$ cat src/rtl/gpio_sampler_pkg.sv
// Shared constants for the GPIO input sampler.
package gpio_sampler_pkg;

  localparam logic MODE_CHANGE   = 1'b0;
  localparam logic MODE_PERIODIC = 1'b1;

  localparam int unsigned TSTAMP_W = 16;
  localparam int unsigned DIV_W    = 16;

endpackage

$ cat src/rtl/gpio_sync_fifo.sv
// Show-ahead FIFO: head entry is visible on rdata whenever not empty, zero otherwise.
// A pop on an empty FIFO is ignored; a push while full is accepted only if a pop frees a slot.
module gpio_sync_fifo #(
  parameter int unsigned DATA_W = 32,
  parameter int unsigned DEPTH  = 4
) (
  input  logic                     clk,
  input  logic                     rstn,
  input  logic                     push,
  input  logic                     pop,
  input  logic [DATA_W-1:0]        wdata,
  output logic [DATA_W-1:0]        rdata,
  output logic [$clog2(DEPTH):0]   level,
  output logic                     full,
  output logic                     empty
);

  localparam int unsigned PtrW = $clog2(DEPTH);
  localparam int unsigned LvlW = $clog2(DEPTH) + 1;

  logic [DATA_W-1:0] mem [DEPTH];
  logic [PtrW-1:0]   wr_ptr_q, rd_ptr_q;
  logic [LvlW-1:0]   level_q, level_d;
  logic              do_push, do_pop;

  assign empty   = (level_q == '0);
  assign full    = (level_q == LvlW'(DEPTH));
  assign do_pop  = pop & ~empty;
  assign do_push = push & (~full | do_pop);

  always_comb begin
    level_d = level_q;
    unique case ({do_push, do_pop})
      2'b10:   level_d = level_q + LvlW'(1);
      2'b01:   level_d = level_q - LvlW'(1);
      default: level_d = level_q;
    endcase
  end

  // DEPTH is a power of two, so pointers wrap by natural overflow.
  always_ff @(posedge clk or negedge rstn) begin
    if (!rstn) begin
      wr_ptr_q <= '0;
      rd_ptr_q <= '0;
      level_q  <= '0;
    end else begin
      level_q <= level_d;
      if (do_push) wr_ptr_q <= wr_ptr_q + PtrW'(1);
      if (do_pop)  rd_ptr_q <= rd_ptr_q + PtrW'(1);
    end
  end

  always_ff @(posedge clk) begin
    if (do_push) mem[wr_ptr_q] <= wdata;
  end

  assign rdata = empty ? '0 : mem[rd_ptr_q];
  assign level = level_q;

endmodule

$ cat src/rtl/gpio_in_sampler.sv
// GPIO pin synchroniser and sampler feeding a small show-ahead FIFO.
// Define GPIO_SAMPLER_TSTAMP_EN to store a 16-bit cycle timestamp with each sample.
module gpio_in_sampler
  import gpio_sampler_pkg::*;
#(
  parameter int unsigned WIDTH       = 32,
  parameter int unsigned DEPTH       = 4,
  parameter int unsigned SYNC_STAGES = 2
) (
  input  logic                     clk,
  input  logic                     rstn,
  input  logic [WIDTH-1:0]         gpio_pins,
  input  logic                     sample_en,
  input  logic                     mode,
  input  logic [DIV_W-1:0]         div,
  input  logic                     rd_en,
  output logic [WIDTH-1:0]         dout,
  output logic                     dout_valid,
`ifdef GPIO_SAMPLER_TSTAMP_EN
  output logic [TSTAMP_W-1:0]      dout_tstamp,
`endif
  output logic [$clog2(DEPTH):0]   level,
  output logic                     full,
  output logic                     overflow,
  input  logic                     ovf_clr
);

`ifdef GPIO_SAMPLER_TSTAMP_EN
  localparam int unsigned DataW = WIDTH + TSTAMP_W;
`else
  localparam int unsigned DataW = WIDTH;
`endif

  logic [WIDTH-1:0] sync_q [SYNC_STAGES];
  logic [WIDTH-1:0] sync_out, prev_q;
  logic [DIV_W-1:0] div_cnt_q;
  logic             overflow_q;
  logic             change, tick, push_req, pop, drop, empty;
  logic [DataW-1:0] wdata, rdata;

  assign sync_out = sync_q[SYNC_STAGES-1];
  assign change   = (sync_out != prev_q);
  assign tick     = (div_cnt_q == div);
  assign push_req = sample_en & ((mode == MODE_PERIODIC) ? tick : change);
  assign pop      = rd_en & ~empty;
  // Dropped only when full and no pop is freeing a slot in the same cycle.
  assign drop     = push_req & full & ~pop;

  always_ff @(posedge clk or negedge rstn) begin
    if (!rstn) begin
      for (int unsigned i = 0; i < SYNC_STAGES; i++) sync_q[i] <= '0;
      prev_q     <= '0;
      div_cnt_q  <= '0;
      overflow_q <= 1'b0;
    end else begin
      sync_q[0] <= gpio_pins;
      for (int unsigned i = 1; i < SYNC_STAGES; i++) sync_q[i] <= sync_q[i-1];
      prev_q <= sync_out;
      if (!sample_en || mode != MODE_PERIODIC || tick) div_cnt_q <= '0;
      else                                              div_cnt_q <= div_cnt_q + DIV_W'(1);
      if (drop)         overflow_q <= 1'b1;
      else if (ovf_clr) overflow_q <= 1'b0;
    end
  end

`ifdef GPIO_SAMPLER_TSTAMP_EN
  logic [TSTAMP_W-1:0] tstamp_q;

  always_ff @(posedge clk or negedge rstn) begin
    if (!rstn) tstamp_q <= '0;
    else       tstamp_q <= tstamp_q + TSTAMP_W'(1);
  end

  assign wdata       = {tstamp_q, sync_out};
  assign dout_tstamp = rdata[DataW-1:WIDTH];
`else
  assign wdata = sync_out;
`endif

  gpio_sync_fifo #(
    .DATA_W (DataW),
    .DEPTH  (DEPTH)
  ) u_fifo (
    .clk   (clk),
    .rstn  (rstn),
    .push  (push_req),
    .pop   (rd_en),
    .wdata (wdata),
    .rdata (rdata),
    .level (level),
    .full  (full),
    .empty (empty)
  );

  assign dout       = rdata[WIDTH-1:0];
  assign dout_valid = ~empty;
  assign overflow   = overflow_q;

endmodule

$ cat config.mk
export PLATFORM = sky130hd
export DESIGN_NAME = gpio_in_sampler
export DESIGN_NICKNAME = d
export VERILOG_FILES = /design/src/rtl/gpio_sampler_pkg.sv /design/src/rtl/gpio_sync_fifo.sv /design/src/rtl/gpio_in_sampler.sv
export SDC_FILE = /design/constraint.sdc
export NUM_CORES = 1
export LEC_CHECK = 0
export ABC_CLOCK_PERIOD_IN_PS = 4420
export CAP_MARGIN = 30
export CORE_UTILIZATION = 25
export CTS_CLUSTER_DIAMETER = 30
export DETAILED_ROUTE_END_ITERATION = 10
export GPL_ROUTABILITY_DRIVEN = 0
export SLEW_MARGIN = 20
export SYNTH_ARGS = -nofsm -noshare
export SYNTH_HDL_FRONTEND = slang
export SYNTH_SLANG_ARGS = --single-unit
$ cat constraint.sdc
create_clock -name clk -period 4.42 [get_ports clk]
set_clock_uncertainty 0.2 [all_clocks]
set_input_delay 0.884 -clock clk [delete_from_list [all_inputs] [get_ports clk]]
set_output_delay 0.884 -clock clk [all_outputs]
set_load 0.005 [all_outputs]
Word level (Yosys, flattened, before mapping)
Memories as Yosys holds them, arrays and structs flattened. Cells that the tools add are included.

Input bits: 54. Bits in registers: 120. Memory bits (writable): 128. Output and inout port bits: 38. Word-level logic and storage cells: 43. Memories: 1.

Mux-type cells: 8. Bitwise logic cells: 10. Add/subtract/negate cells: 5. Equality and inequality tests: 5. Reduce and logical (&&, ||, !) cells: 6.

Memories: u_fifo.mem (depth 4, bits a word 32, read ports 1, clocked after memory_dff 0, write ports 1, RTL line gpio_sync_fifo.sv:21) `logic [DATA_W-1:0] mem [DEPTH];`.

Operator list (number): 32-bit two-way mux (1); 32-bit != test (1); 16-bit by 1-bit adder with 16-bit output, second input constant (1); 16-bit == test (1); 16-bit two-way mux (1); 3-bit one-hot mux with 2 select lines (1); 1-bit bitwise AND (5); 1-bit two-way mux (5); 2-bit by 1-bit adder with 2-bit output, second input constant (2); 1-bit inverter (4); 2-bit nonzero test (2); 3-bit by 1-bit adder with 3-bit output, second input constant (1); 3-bit == test, second input constant (1); 3-bit logical NOT (1); 3-bit by 1-bit subtractor with 3-bit output, second input constant (1); 2-bit by 1-bit == test with 1-bit output, second input constant (1); 2-bit == test, second input constant (1); 1-bit logical OR (2); 1-bit logical NOT (1); 1-bit OR (1).

Longest topological paths before layout
Depth in word-level cells: 7. Depth in mapped cells: 12.

Cells and area by module
Synthesis repeated with hierarchy kept, for this count alone.

Cell total of the unflattened synthesis: 504. Area, all modules: 9125.0 sq um.

Modules (own cells, without submodules): gpio_sync_fifo (times used 1, cells each 258, area an instance 5355.1 sq um, sequential area each 4018.9 sq um); gpio_in_sampler (times used 1, cells each 246, area an instance 3769.9 sq um, sequential area each 2827.7 sq um).

Least setup slack after synthesis
No wires, ideal clock.

Kind: input port to flip-flop. From: in div[15]. To: mem u_fifo.mem[0][0] (enable). Slack: 0.730 ns. Data required time: 3.828 ns. Data arrival time: 3.098 ns. Path buffers: 1. Stages on the path: 7. Library setup time: 0.392 ns. Cell sequence: xor2_1 > nor4_1 > nand2_1 > o31a_1 > a311oi_4 > buf_4 > and3_1.

Longest elaborated chain between the ends: 6.

RTL lines: start, declared (RTL line gpio_in_sampler.sv:15) `input logic [DIV_W-1:0] div,`; 16-bit == test (RTL line gpio_in_sampler.sv:43) `assign tick = (div_cnt_q == div);`; 1-bit two-way mux (RTL line gpio_in_sampler.sv:44) `assign push_req = sample_en & ((mode == MODE_PERIODIC) ? tick : change);`; 1-bit bitwise AND (RTL line gpio_in_sampler.sv:44); 1-bit bitwise AND (RTL line gpio_sync_fifo.sv:29) `assign do_push = push & (~full | do_pop);`; 1-bit two-way mux (RTL line gpio_sync_fifo.sv:54) `if (do_push) mem[wr_ptr_q] <= wdata;`; 1-bit two-way mux (implied by the code) (RTL line gpio_sync_fifo.sv:54); end, declared (RTL line gpio_sync_fifo.sv:21).

No other way between the ends.

Worst setup path in the final report
From: reg u_fifo.rd_ptr_q[0]. To: out dout[3].

Longest elaborated chain between the ends: 2.

RTL lines: start, declared (RTL line gpio_sync_fifo.sv:22) `logic [PtrW-1:0] wr_ptr_q, rd_ptr_q;`; start signal, assigned (RTL line gpio_sync_fifo.sv:49) `if (do_pop) rd_ptr_q <= rd_ptr_q + PtrW'(1);`; memory 4 x 32 bit; 32-bit two-way mux (RTL line gpio_sync_fifo.sv:57) `assign rdata = empty ? '0 : mem[rd_ptr_q];`; end, declared (RTL line gpio_in_sampler.sv:17) `output logic [WIDTH-1:0] dout,`.

No other way between the ends.

==> metrics.md <==
| Metric | Value |
|---|---|
| Outcome | finished clean |
| Grt total ovfl | 0 |
| Die width | around 190 µm |
| Clk_lat worst skew | around 0.55 ns |
| Tot GR Track Use | 10.29% |
| CP max FO | 19 |
| TritonCTS Sinks | about 250 |
| Post-synthesis register bit count | 248 |
| Top post-synthesis cells by area | edfxtp_1 (43%), dfrtp_1 (33%), mux4_2 (8.0%), xor2_1 (3.7%), xnor2_1 (2.7%) |
| Initial antenna violation count | 0 |
| Netlist cell types | 29 |
| Synthesized net count | between 500 and 600 |
| Clock transition at path regs | approximately 0.05 ns |
| Synthesized area | between 9000 and 10000 µm² |
| Pin count of the biggest net entering global routing | 100 |
| Yosys top cell by area | edfxtp_1 |
| Drt pass-1 iters | 4 |
| Die area | between 30000 and 40000 µm² |
| Quantity of hold-fixing buffers added after cts | 0 |
| Min Tclk post-route | 3.895 ns |
| CTS max path bufs | 3 |
| 1st-iter DRT viols | roughly 260 |
| Number of global-route vias before repair | ~5000 |
| Post-cts sizing count | 0 |
| Post-Place Cells | 1048 |
| Slew @ Worst Pin | between 0.7 and 0.8 ns |
| Final Hold Vio Count | 0 |
| Slew Viols, Final | 0 |
| Worst EP arrival | ~2.8 ns |
| Wire length per cell | between 15 and 20 µm |
| Met2 Use GR | between 10 and 15% |
| Crit share post-route | about nine tenths |
| Gr busiest metal | met2 |
| Root buffer cell | clkbuf_16 |
| H-tree Lvls | 2 |
| Nets | slightly above 700 |
| IO buf count | 91 |
| Maxcap violations | 0 |
| RSZ-0062 raised after global routing | false |
| I/O pins | 92 |
| Die height | ~190 µm |
| DPL Wire Length | 11320 µm |
| Starting Density | 25.39% |
| Area Growth Syn to Fin | 39.45% |
| Synth top area share | a little over two fifths |
| R2R Path Start | sync_out[5] |
| Hold WC Path Type | in2async |
| WS Path Type | reg2out |
| Worst IR Drop VDD | around 0.33 mV |
| Setup Viol. Count Final | 0 |
| Met1 usage in global routing | approximately 14% |
| # DRC | 0 |
| DR vias/cell | about 4 |
| Area of the core | 35480 µm² |
| Critical path launch point type | flip-flop |
| Relative slew slack | between 50 and 60% |
| Finished Layout Cells | between 1000 and 1500 |
| Seq/Total Area, Yosys | approximately three quarters |
| Pleak | between 4 and 5 nW |
| Commonest non-fill, non-tap cell in the layout | edfxtp_1 |
| Cell Rows | between 60 and 70 |
| Cell Pwr Density | around 680 nW/µm² |
| Flop2flop setup slack | around 0.89 ns |
| CTS tree | done |
| Routed vias | about 4600 |
| Post-CTS Repair Setup Buffers | 0 |
| CP Capture Type | output port |
| First-pass GRT wire length | between 20000 and 30000 µm |
| Syn. warnings | 0 |
| R2R Path End | u_fifo.level[1] |
| CP required | 3.34 ns |
| Antenna Nets Post-Route | 0 |
| Setup TNS Final | 0 ns |
| Routed wire length | between 15000 and 20000 µm |
| Cells after synthesis | 493 |
| Clock buffers created by TritonCTS | 56 |
| Worst Reg-to-Reg Cells | 10 |
| Mean post-synth cell area | 18.27 µm² |
| N_diodes | 0 |
| Commonest cells after routing, fill and taps aside | edfxtp_1 (128), dfrtp_1 (118), clkdlybuf4s50_1 (90), clkbuf_16 (57), xor2_1 (38) |
| Share of cells above drive strength 1 | between 20 and 25% |
| Fmax | 0.2568 GHz |
| Grt met3 use | between 3 and 4% |
worst max-delay path, stage by stage (launching register included):
cell	delay, ns
dfrtp_2	0.82
buf_4	0.30
mux4_2	0.52
and2_1	0.19
clkdlybuf4s50_1	0.45
metal layers:
| layer | vias up | wire length [µm] |
|---|---|---|
| met3 | 32 | 1180 |
| met4 | 0 | 413 |
| met2 | 116 | 8172 |
| met5 | - | 0 |
| li1 | 2135 | - |
| met1 | 2284 | 8485 |
sequential cells by signal (all words and copies together), names as in the netlist:
name             count
u_fifo.rd_ptr_q      2
div_cnt_q           16
u_fifo.mem         128
prev_q              32
sync_out            32
u_fifo.wr_ptr_q      2
overflow             1
u_fifo.level         3
sync_q              32
cells in the mapped netlist:
master    count
o211ai_1      2
nor2_1       23
dfrtp_1     120
nor4_1        7
buf_4         1
o21ai_0       1
and2_1       33
xnor2_1      28
a32o_1        1
ha_1          5
mux2i_1       5
edfxtp_1    128
and3_1        9
o21a_1        1
xor2_1       38
buf_1         3
nand3_1      12
nand4_1       6
a311oi_4      1
mux4_2       32
fa_1          1
nand2_1      13
clkbuf_1      9
o31a_1        1
nor3_1        3
a21o_1        1
nand2b_1      1
a221o_1       1
inv_1         7
how the worst max path moves through the flow:
stage,cells past startpoint,start,slack [ns],end
finish,4,u_fifo.rd_ptr_q[0],0.53,dout[3]
global route,4,u_fifo.rd_ptr_q[0],0.33,dout[3]
CTS,4,u_fifo.rd_ptr_q[0],0.42,dout[3]
detailed placement,11,div[5],0.40,u_fifo.level[1]
global placement,11,div[5],0.45,u_fifo.level[1]
floorplan,7,div[15],0.73,u_fifo.mem[0][0]
power by group:
part           switching, mW  total [mW]  internal, mW
logic                  0.628        1.58         0.953
registers              0.185        2.84          2.65
clock network           1.27        4.18          2.91
total                   2.08        8.60          6.51
area by class of cell:
type                    instances  area, µm²
clock inverters                40      473.0
well taps                     461      576.8
fillers                      3322      22920
clock buffers                  65       1476
inverters                       7      26.28
repair buffers                108       1072
multi-input cells             225       2087
flip-flops and latches        248       6849
stage by stage:
step                      hold slack, ns  power [mW]  utilization [%]  setup slack [ns]  area (µm²)
final                            0.01700       8.597            35.40            0.5252       12560
after detailed placement          0.1347       4.510            29.83            0.3992       10580
after floorplan                   0.1312       3.609                -            0.7297        9007
after global placement            0.1347       4.494            29.83            0.4451       10580
after CTS                         0.1374       8.757            35.32            0.4206       12530
after global routing             0.02007       9.007            35.40            0.3339       12560
logic make-up (layout without fill, tap and decap cells):
kind of cell             after synthesis  count (layout)  synth area share, %
AO/OA/AOI/OAI                          9               9                1.000
XOR/XNOR                              66              66                6.418
adder cells (fa/ha/maj)                6               6               0.9168
buffers and inverters                 20             220               0.8752
flip-flops                           248             248                76.01
multiplexers                          37              37                8.557
AND/OR/NAND/NOR                      107             107                6.223
Note: power is estimated with default switching activity, not from simulation.
